## src/rtl/l2tlb_pkg.sv

```systemverilog
// Shared types and widths for the L2TLB <-> L1 data TLB port.
package l2tlb_pkg;

  localparam int unsigned VPN_W    = 20;
  localparam int unsigned PPN_W    = 20;
  localparam int unsigned L1ID_W   = 5;
  localparam int unsigned CORE_W   = 2;
  localparam int unsigned HPADDR_W = 4;

  typedef struct packed {
    logic [L1ID_W-1:0] l1id;
    logic [CORE_W-1:0] coreid;
    logic [VPN_W-1:0]  vpn;
  } I_l1tlbtol2tlb_req_type;

  typedef struct packed {
    logic [L1ID_W-1:0]   l1id;
    logic                hit;
    logic [HPADDR_W-1:0] hpaddr;
    logic [PPN_W-1:0]    ppn;
  } I_l2tlbtol1tlb_ack_type;

  typedef struct packed {
    logic [HPADDR_W-1:0] hpaddr;
  } I_l2tlbtol1tlb_snoop_type;

  typedef struct packed {
    logic [HPADDR_W-1:0] hpaddr;
  } I_l1tlbtol2tlb_sack_type;

  typedef struct packed {
    logic [VPN_W-1:0] vpn;
    logic [PPN_W-1:0] ppn;
  } I_ptwtol2tlb_fill_type;

  typedef enum logic [1:0] {
    FILL_IDLE,
    FILL_SNOOP,
    FILL_WAIT_SACK
  } fill_state_t;

endpackage

```

## src/rtl/fflop.sv

```systemverilog
// Single-entry valid/retry pipeline register.
module fflop #(
  parameter int unsigned Size = 1
) (
  input  logic            clk,
  input  logic            reset,
  input  logic [Size-1:0] din,
  input  logic            dinValid,
  output logic            dinRetry,
  output logic [Size-1:0] q,
  output logic            qValid,
  input  logic            qRetry
);

  logic            r_valid;
  logic [Size-1:0] r_data;

  assign dinRetry = r_valid & qRetry;
  assign qValid   = r_valid;
  assign q        = r_data;

  // Load a new beat whenever the held one is not stalled.
  always_ff @(posedge clk or negedge reset) begin
    if (!reset) begin
      r_valid <= 1'b0;
      r_data  <= '0;
    end else if (!dinRetry) begin
      r_valid <= dinValid;
      if (dinValid) r_data <= din;
    end
  end

endmodule

```

## src/rtl/l2tlb_cam.sv

```systemverilog
// Fully-associative translation store with two parallel vpn match ports.
module l2tlb_cam
  import l2tlb_pkg::*;
#(
  parameter int unsigned ENTRIES = 16,
  parameter int unsigned HPW     = 4
) (
  input  logic               clk,
  input  logic               reset,
  input  logic [VPN_W-1:0]   i_lkp_vpn,
  output logic               o_lkp_hit,
  output logic [HPW-1:0]     o_lkp_idx,
  output logic [PPN_W-1:0]   o_lkp_ppn,
  input  logic [VPN_W-1:0]   i_fill_vpn,
  output logic               o_fill_hit,
  output logic [HPW-1:0]     o_fill_idx,
  output logic [ENTRIES-1:0] o_valid,
  input  logic               i_we,
  input  logic [HPW-1:0]     i_widx,
  input  logic [VPN_W-1:0]   i_wvpn,
  input  logic [PPN_W-1:0]   i_wppn,
  input  logic               i_ev_set,
  input  logic               i_ev_clr,
  input  logic [HPW-1:0]     i_ev_idx
);

  logic [ENTRIES-1:0] r_valid;
  logic [ENTRIES-1:0] r_evict;
  logic [VPN_W-1:0]   r_vpn [ENTRIES];
  logic [PPN_W-1:0]   r_ppn [ENTRIES];

  assign o_valid = r_valid;

  // Parallel match; lookups skip entries being evicted, fills see every valid entry.
  always_comb begin
    o_lkp_hit  = 1'b0;
    o_lkp_idx  = '0;
    o_lkp_ppn  = '0;
    o_fill_hit = 1'b0;
    o_fill_idx = '0;
    for (int unsigned i = 0; i < ENTRIES; i++) begin
      if (r_valid[i] && !r_evict[i] && r_vpn[i] == i_lkp_vpn) begin
        o_lkp_hit = 1'b1;
        o_lkp_idx = HPW'(i);
        o_lkp_ppn = r_ppn[i];
      end
      if (r_valid[i] && r_vpn[i] == i_fill_vpn) begin
        o_fill_hit = 1'b1;
        o_fill_idx = HPW'(i);
      end
    end
  end

  // Valid and evicting flags.
  always_ff @(posedge clk or negedge reset) begin
    if (!reset) begin
      r_valid <= '0;
      r_evict <= '0;
    end else begin
      if (i_we) r_valid[i_widx] <= 1'b1;
      if (i_ev_set)      r_evict[i_ev_idx] <= 1'b1;
      else if (i_ev_clr) r_evict[i_ev_idx] <= 1'b0;
    end
  end

  // Entry payload; meaningful only while the valid flag is set.
  always_ff @(posedge clk) begin
    if (i_we) begin
      r_vpn[i_widx] <= i_wvpn;
      r_ppn[i_widx] <= i_wppn;
    end
  end

endmodule

```

## src/rtl/l2tlb_l1port.sv

```systemverilog
// L2TLB responder for one L1 data TLB: lookups, fills and snoop-guarded eviction.
module l2tlb_l1port
  import l2tlb_pkg::*;
#(
  parameter int unsigned ENTRIES = 16,
  parameter int unsigned HPW     = 4
) (
  input  logic                                       clk,
  input  logic                                       reset,
  input  logic                                       l1tlbtol2tlb_req_valid,
  output logic                                       l1tlbtol2tlb_req_retry,
  input  logic [$bits(I_l1tlbtol2tlb_req_type)-1:0]   l1tlbtol2tlb_req,
  output logic                                       l2tlbtol1tlb_ack_valid,
  input  logic                                       l2tlbtol1tlb_ack_retry,
  output logic [$bits(I_l2tlbtol1tlb_ack_type)-1:0]   l2tlbtol1tlb_ack,
  output logic                                       l2tlbtol1tlb_snoop_valid,
  input  logic                                       l2tlbtol1tlb_snoop_retry,
  output logic [$bits(I_l2tlbtol1tlb_snoop_type)-1:0] l2tlbtol1tlb_snoop,
  input  logic                                       l1tlbtol2tlb_sack_valid,
  output logic                                       l1tlbtol2tlb_sack_retry,
  input  logic [$bits(I_l1tlbtol2tlb_sack_type)-1:0]  l1tlbtol2tlb_sack,
  input  logic                                       ptwtol2tlb_fill_valid,
  output logic                                       ptwtol2tlb_fill_retry,
  input  logic [$bits(I_ptwtol2tlb_fill_type)-1:0]    ptwtol2tlb_fill
);

  I_l1tlbtol2tlb_req_type  w_req;
  I_l1tlbtol2tlb_sack_type w_sack;
  I_ptwtol2tlb_fill_type   w_fill;
  I_l2tlbtol1tlb_ack_type  w_ack_d;
  logic [CORE_W-1:0]       w_unused_coreid;

  logic                    w_lkp_hit;
  logic [HPW-1:0]          w_lkp_idx;
  logic [PPN_W-1:0]        w_lkp_ppn;
  logic                    w_fill_hit;
  logic [HPW-1:0]          w_fill_idx;
  logic [ENTRIES-1:0]      w_valid;

  logic                    w_we;
  logic [HPW-1:0]          w_widx;
  logic [VPN_W-1:0]        w_wvpn;
  logic [PPN_W-1:0]        w_wppn;
  logic                    w_ev_set;
  logic                    w_ev_clr;
  logic                    w_ptr_inc;
  logic                    w_latch;

  fill_state_t             r_state;
  fill_state_t             w_state_nxt;
  logic [HPW-1:0]          r_ptr;
  I_ptwtol2tlb_fill_type   r_fill;

  assign w_req                   = l1tlbtol2tlb_req;
  assign w_sack                  = l1tlbtol2tlb_sack;
  assign w_fill                  = ptwtol2tlb_fill;
  assign w_unused_coreid         = w_req.coreid;
  assign l1tlbtol2tlb_sack_retry = 1'b0;
  assign l2tlbtol1tlb_snoop      = HPADDR_W'(r_ptr);

  l2tlb_cam #(
    .ENTRIES (ENTRIES),
    .HPW     (HPW)
  ) u_cam (
    .clk        (clk),
    .reset      (reset),
    .i_lkp_vpn  (w_req.vpn),
    .o_lkp_hit  (w_lkp_hit),
    .o_lkp_idx  (w_lkp_idx),
    .o_lkp_ppn  (w_lkp_ppn),
    .i_fill_vpn (w_fill.vpn),
    .o_fill_hit (w_fill_hit),
    .o_fill_idx (w_fill_idx),
    .o_valid    (w_valid),
    .i_we       (w_we),
    .i_widx     (w_widx),
    .i_wvpn     (w_wvpn),
    .i_wppn     (w_wppn),
    .i_ev_set   (w_ev_set),
    .i_ev_clr   (w_ev_clr),
    .i_ev_idx   (r_ptr)
  );

  // Ack payload built from the lookup result; misses report zero index and ppn.
  always_comb begin
    w_ack_d        = '0;
    w_ack_d.l1id   = w_req.l1id;
    w_ack_d.hit    = w_lkp_hit;
    w_ack_d.hpaddr = w_lkp_hit ? HPADDR_W'(w_lkp_idx) : '0;
    w_ack_d.ppn    = w_lkp_hit ? w_lkp_ppn : '0;
  end

  fflop #(
    .Size ($bits(I_l2tlbtol1tlb_ack_type))
  ) u_ack_ff (
    .clk      (clk),
    .reset    (reset),
    .din      (w_ack_d),
    .dinValid (l1tlbtol2tlb_req_valid),
    .dinRetry (l1tlbtol2tlb_req_retry),
    .q        (l2tlbtol1tlb_ack),
    .qValid   (l2tlbtol1tlb_ack_valid),
    .qRetry   (l2tlbtol1tlb_ack_retry)
  );

  // Fill FSM next-state, CAM write control and handshake outputs.
  always_comb begin
    w_state_nxt              = r_state;
    w_we                     = 1'b0;
    w_widx                   = r_ptr;
    w_wvpn                   = w_fill.vpn;
    w_wppn                   = w_fill.ppn;
    w_ev_set                 = 1'b0;
    w_ev_clr                 = 1'b0;
    w_ptr_inc                = 1'b0;
    w_latch                  = 1'b0;
    ptwtol2tlb_fill_retry    = 1'b0;
    l2tlbtol1tlb_snoop_valid = 1'b0;
    case (r_state)
      FILL_IDLE: begin
        if (ptwtol2tlb_fill_valid) begin
          if (w_fill_hit) begin
            w_we   = 1'b1;
            w_widx = w_fill_idx;
          end else if (!w_valid[r_ptr]) begin
            w_we      = 1'b1;
            w_ptr_inc = 1'b1;
          end else begin
            w_latch     = 1'b1;
            w_ev_set    = 1'b1;
            w_state_nxt = FILL_SNOOP;
          end
        end
      end
      FILL_SNOOP: begin
        ptwtol2tlb_fill_retry    = 1'b1;
        l2tlbtol1tlb_snoop_valid = 1'b1;
        if (!l2tlbtol1tlb_snoop_retry) w_state_nxt = FILL_WAIT_SACK;
      end
      FILL_WAIT_SACK: begin
        ptwtol2tlb_fill_retry = 1'b1;
        if (l1tlbtol2tlb_sack_valid && w_sack.hpaddr == HPADDR_W'(r_ptr)) begin
          w_we        = 1'b1;
          w_wvpn      = r_fill.vpn;
          w_wppn      = r_fill.ppn;
          w_ev_clr    = 1'b1;
          w_ptr_inc   = 1'b1;
          w_state_nxt = FILL_IDLE;
        end
      end
      default: w_state_nxt = FILL_IDLE;
    endcase
  end

  // Fill FSM state, victim pointer and the fill parked during eviction.
  always_ff @(posedge clk or negedge reset) begin
    if (!reset) begin
      r_state <= FILL_IDLE;
      r_ptr   <= '0;
      r_fill  <= '0;
    end else begin
      r_state <= w_state_nxt;
      if (w_ptr_inc) r_ptr  <= r_ptr + HPW'(1);
      if (w_latch)   r_fill <= w_fill;
    end
  end

endmodule

```

## config.mk

```make
export PLATFORM = sky130hd
export DESIGN_NAME = l2tlb_l1port
export DESIGN_NICKNAME = d
export VERILOG_FILES = /design/src/rtl/l2tlb_pkg.sv /design/src/rtl/fflop.sv /design/src/rtl/l2tlb_cam.sv /design/src/rtl/l2tlb_l1port.sv
export SDC_FILE = /design/constraint.sdc
export NUM_CORES = 2
export LEC_CHECK = 0
export ABC_AREA = 0
export BUFFER_PORTS_ARGS = -buffer_cell sky130_fd_sc_hd__buf_4
export CORE_ASPECT_RATIO = 0.6
export CORE_UTILIZATION = 30
export CTS_CLUSTER_SIZE = 8
export DETAILED_ROUTE_END_ITERATION = 10
export GPL_TIMING_DRIVEN = 0
export PLACE_DENSITY_LB_ADDON = 0.3
export SLEW_MARGIN = 20
export SYNTH_ARGS = -nofsm -noshare
export SYNTH_HDL_FRONTEND = slang
export SYNTH_SLANG_ARGS = --single-unit
```

## constraint.sdc

```tcl
create_clock -name clk -period 15.1 [get_ports clk]
set_clock_uncertainty 0.15 [all_clocks]
set_input_delay 3.02 -clock clk [delete_from_list [all_inputs] [get_ports clk]]
set_output_delay 3.02 -clock clk [all_outputs]
set_load 0.05 [all_outputs]
```

After elaboration in Yosys (flattened, before gate mapping)
Memory sizes are Yosys's and may differ from the RTL's.
Cells that the tools add are included.

storage, ports and cells
  register bits after elaboration = 109
  memory bits (writable) = 640
  output and inout port bits = 39
  word-level logic and storage cells = 251
  memories kept = 2

memories
  name         depth  bits a word  read ports  clocked after Yosys merged registers in  write ports  line             text
  u_cam.r_ppn  16     20           16          0                                        1            l2tlb_cam.sv:30  logic [PPN_W-1:0] r_ppn [ENTRIES];
  u_cam.r_vpn  16     20           16          0                                        1            l2tlb_cam.sv:29  logic [VPN_W-1:0] r_vpn [ENTRIES];

cells by class
  add/subtract/negate cells = 1
  order comparisons = 4
  eq/ne operators = 40
  muxes and demuxes = 118
  bitwise gates (word level) = 6
  reduce and logical (&&, ||, !) cells = 72

operators by type and width
  kind                                                 number
  == test 20 bit                                       32
  two-way mux 20 bit                                   21
  two-way mux 4 bit                                    20
  two-way mux 1 bit                                    52
  logical AND 1 bit                                    51
  two-way mux 16 bit                                   2
  bitwise OR 16 bit                                    2
  two-way mux 3 bit                                    8
  two-way mux 2 bit                                    9
  AND 16 bit                                           1
  logical NOT 1 bit                                    16
  inverter 16 bit                                      1
  < comparator 4 x 5 -> 1 bit, second input constant   2
  != test 2 bit, second input constant                 5
  demux 1 bit (select 4 bit)                           2
  >= comparator 4 x 1 -> 1 bit, second input constant  2
  case mux 2 bit (3 select lines)                      1
  AND reduction 5 bit                                  1
  adder 4 x 1 -> 4 bit, second input constant          1
  binary-select mux 1 bit (select 4 bit)               1
  == test 4 bit                                        1
  case mux 1 bit (2 select lines)                      2
  == test 2 x 1 -> 1 bit, second input constant        1
  == test 2 bit, second input constant                 1
  6 further kinds                                      6

Logic depth before layout (Yosys ltp)
An unclocked memory read counts as a cell.

  word-level depth = 27
  depth in mapped cells = 14
  depth with buffers taken out = 9

Cells and area by module
Synthesis repeated with hierarchy kept, for this count alone.

unflattened totals
  cells, all modules = 2633
  area, all modules = 36417.4 sq um

by module, submodules not included
  module        times used  cells each  area each (sq um)  seq. area each (sq um)
  l2tlb_cam     1           2345        32207.1            20019.2
  l2tlb_l1port  1           221         3024.2             1151.1
  fflop         1           67          1186.1             775.7

Worst setup path before layout
No wires, ideal clock.

  path type = input port to flip-flop
  start = input port ptwtol2tlb_fill[34]
  end = memory u_cam.r_ppn[10][0], enable pin
  library setup time = 487 ps
  arrival time = 7919 ps
  required time = 14463 ps
  slack = 6544 ps
  cell stages on the path = 13
  buffers on the path = 4
  cells stage by stage = buf_2 -> buf_4 -> xnor2_1 -> nand4_1 -> nor4_1 -> nand4_1 -> nand4_1 -> o41ai_4 -> nand2_1 -> a21bo_2 -> buf_2 -> buf_2 -> nor3_1

on the way
  longest elaborated chain between the ends = 23

RTL lines
  what                                     line                 text
  start: declaration                       l2tlb_l1port.sv:24   input logic [$bits(I_ptwtol2tlb_fill_type)-1:0] ptwtol2tlb_fill
  == test 20 bit                           l2tlb_cam.sv:47      if (r_valid[i] && r_vpn[i] == i_fill_vpn) begin
  logical AND 1 bit                        l2tlb_cam.sv:47
  two-way mux 1 bit (16 in series)         l2tlb_cam.sv:47
  two-way mux 1 bit                        l2tlb_l1port.sv:122  if (w_fill_hit) begin
  two-way mux 1 bit                        l2tlb_l1port.sv:121  if (ptwtol2tlb_fill_valid) begin
  case mux 1 bit (2 select lines)          l2tlb_l1port.sv:119  case (r_state)
  two-way mux 1 bit                        l2tlb_cam.sv:68      if (i_we) begin
  two-way mux 1 bit (not written as such)  l2tlb_cam.sv:70      r_ppn[i_widx] <= i_wppn;
  end: declaration                         l2tlb_cam.sv:30

Several ways; a longest one is shown, not always the timed one.

Final worst setup path
  start = input port ptwtol2tlb_fill[32]
  end = memory u_cam.r_vpn[6][15], enable pin

on the way
  longest elaborated chain between the ends = 23

RTL lines
  what                                     line                 text
  == test 20 bit                           l2tlb_cam.sv:47
  logical AND 1 bit                        l2tlb_cam.sv:47
  two-way mux 1 bit (16 in series)         l2tlb_cam.sv:47
  two-way mux 1 bit                        l2tlb_l1port.sv:122
  two-way mux 1 bit                        l2tlb_l1port.sv:121
  case mux 1 bit (2 select lines)          l2tlb_l1port.sv:119
  two-way mux 1 bit                        l2tlb_cam.sv:68
  two-way mux 1 bit (not written as such)  l2tlb_cam.sv:69      r_vpn[i_widx] <= i_wvpn;
  end: declaration                         l2tlb_cam.sv:29

Several ways; a longest one is shown, not always the timed one.

==> metrics.md <==
| Metric | Value |
|---|---|
| Pin count of the biggest net entering global routing | `76` |
| Levels on crit path | `15` |
| Crit-path max FO | `11` |
| Rel. slew slack | `around 18%` |
| Syn-to-layout area delta | `17.5%` |
| Rows | `98` |
| Full die area | `around 120000 sq um` |
| Initial DRC count | `4332` |
| Total CTS buffers | `104` |
| Fin Hold WS | `approximately 330 ps` |
| Status | `finished, final reports clean` |
| Hpwl dp | `101 mm` |
| Register area share after synthesis | `between 60% and 70%` |
| CP endpoint | `u_cam.r_vpn[6][15]` |
| Final wirelength | `between 100 and 150 mm` |
| HP Class | `reg2reg` |
| Vias per inst | `approximately 5.5` |
| Commonest non-fill, non-tap cell in the layout | `edfxtp_1` |
| Cell family with most CP delay | `simple AND/OR/NAND/NOR gates` |
| Leading area contributor after synthesis | `edfxtp_1` |
| CP Buf/Inv Count | `7` |
| Setup crit start | `ptwtol2tlb_fill[32]` |
| Setup CP Type | `in2reg` |
| Post-synth EDFFs | `640` |
| FF-to-FF Start | `u_cam.r_vpn[11][2]` |
| Power per cell area | `roughly 120 nW/um^2` |
| Synthesis warning total | `0` |
| Core ar. | `~120000 sq um` |
| Cell breakdown of the critical path | `buf_4, buf_2, xor2_1, nor4_1, nand4_1, nand4_1, nor4_4, a211oi_1, a21oi_1, buf_2, nor3_2, buf_4, buf_4, buf_6, buf_4` |
| Syn Inst Count | `approximately 2800` |
| Critical path's largest stage delay | `670 ps` |
| Post-synth ARST share | `~15%` |
| WL/cell | `slightly above 30 microns` |
| Post-CTS Resized | `0` |
| IO Count | `between 100 and 150` |
| First-pass GRT wire length | `just under 200 mm` |
| GPL Wtd Cong | `0.964` |
| Layout net count | `approximately 3100` |
| Setup TNS | `0 ps` |
| Yosys reg bits | `approximately 750` |
| Drt first pass iters | `8` |
| Vias post-DR | `between 20000 and 30000` |
| Worst reg2reg endpoint | `u_cam.r_vpn[6][15]` |
| GRT Util Overall | `23.0%` |
| Maximum buffer depth of the clock tree | `3` |
| Layout cells sized above 1 | `~17%` |
| Synthesized area per cell | `between 10 and 15 sq um` |
| Cts-stage hold buffer count | `0` |
| Period utilisation layout | `54.7%` |
| Synth Cell Area | `between 30000 and 40000 sq um` |
| CP max stage cell | `nor3_2` |
| CP required | `15360 ps` |
| Chip Height | `272 microns` |
| Critical path startpoint category | `input pin` |
| Sink Count | `749` |
| Max Cap Viol | `0` |
| Buffers on Ports | `73` |
| Synthesized Nets | `roughly 2900` |
| Leakage | `between 10 and 15 nW` |
| WP data arrival | `~8500 ps` |
| Total grt overflow | `0` |
| DRC viols | `0` |
| TritonCTS clock tree | `done` |
| Distinct cells, synth | `80` |
| Most frequent cells in the layout | `640 x edfxtp_1, 418 x xnor2_1, 230 x xor2_1` |
| Achievable frequency | `roughly 120 MHz` |
| Number of H-tree levels | `3` |
| Total power | `about 5.1 mW` |
| Hold_sp | `u_ack_ff.q[24]` |
| Critical path endpoint category | `flip-flop` |
| Clk_lat worst skew | `between 700 and 800 ps` |
| Starting Density | `a little under a third` |
| Worst R2R Setup Slack | `a little over 9000 ps` |
| VDD IR-drop max | `between 0.00007 and 0.00008 V` |
| Vias in the first global route | `about 24000` |
| RSZ-0062 raised after global routing | `false` |
| Initial antenna violation count | `12` |
| Post-CTS setup repair buffer count | `0` |
| Routed Antenna Nets | `0` |
| Top post-synthesis cells by area | `edfxtp_1 53%, xnor2_1 10%, dfrtp_1 7.5%` |
| Root Buffer | `clkbuf_16` |
| Worst r2r path cells | `14` |
| Endpoints failing hold | `0` |
| Clock-pin slew on the worst setup and hold paths | `~50 ps` |
| Die width | `452 microns` |
| Max-slew violations | `0` |
| Cell mode on critical path | `buf_4` |
| Setup violators final | `0` |
| Minimum clock period | `just over 8000 ps` |
| Worst-Margin Slew | `~1200 ps` |
| Synth top area share | `52.6%` |
| Post-synth top flop | `edfxtp_1` |
[cell families (layout without fill, tap and decap cells)]
kind of cell	count (synthesis)	in the layout	synth area share, %
compound gates	325	325	6.76
xor+xnor	648	648	15.5
fa+ha+maj	7	7	0.240
buf+inv	253	585	3.20
flops	749	749	60.1
mux	95	95	3.08
other cells	1	3	0.0103
simple gates	690	690	11.1
[final cells by class]
cell class | count | area (sq um)
Buffer | 171 | 862
Tap cell | 1600 | 2000
Antenna cell | 2 | 5.00
Sequential cell | 749 | 21900
Timing Repair Buffer | 158 | 1260
Multi-Input combinational cell | 1766 | 13500
Clock inverter | 5 | 82.6
Inverter | 82 | 308
Fill cell | 11674 | 77000
Clock buffer | 169 | 2910
[Yosys cell counts, drive strengths merged, types with 3 or more instances]
cell type,number
dfrtp,109
and4,4
nand3,95
a311oi,20
xor2,230
nor3b,5
nand4,142
o21ai,58
nand2,72
a21oi,44
buf,106
clkbuf,65
edfxtp,640
nand2b,14
or3,5
nor3,55
or4,8
and2,28
ha,7
o2111ai,39
or2,7
and3b,19
nor2b,12
and3,4
a22oi,20
a2111oi,18
nor4b,11
o31ai,17
nor2,57
a21o,4
a211oi,43
nor4,102
xnor2,418
nand3b,29
a221oi,19
mux4,5
nor4bb,5
o221ai,3
a31oi,21
nand4b,12
inv,82
mux2,88
[sequential cells by signal, summed over array words and instances (netlist names), named ones only]
signal,count
r_fill,40
u_cam.r_vpn,320
l2tlbtol1tlb_snoop,4
u_ack_ff.qValid,1
u_ack_ff.q,30
u_cam.r_ppn,320
u_cam.o_valid,16
r_state,2
[per-layer routing]
layer  track usage (%)  part of all wire [%]
met2              30.2                    39
met4              4.99                   2.1
met3              8.02                    13
met1              35.3                    46
met5                 0                 0.024
[worst min-delay path by stage]
stage | to | slack, ps | cells after the start
finish | u_ack_ff.q[24] | 330 | 1
global route | r_fill[32] | 360 | 1
CTS | u_ack_ff.q[22] | 340 | 2
detailed placement | u_ack_ff.q[22] | 330 | 2
global placement | u_ack_ff.q[22] | 330 | 2
floorplan | u_cam.o_valid[0] | 310 | 2
[report_power, final]
part           leakage (nW)  internal [mW]  switching [mW]
registers              7.07           2.32          0.0317
logic                  5.72          0.169           0.346
clock network          1.43           1.30           0.913
total                  14.2           3.79            1.29
[per-stage QoR]
step,utilization [%],setup slack (ps),area [sq um],std cells
detailed placement,33.3,6440,39900,4526
floorplan,-,6540,36500,2768
global placement,32.6,1900,39100,4441
CTS,35.8,7170,42900,4700
global route,35.8,6750,42900,4701
finish,35.8,6830,42900,4702
Note: power is estimated with default switching activity, not from simulation.
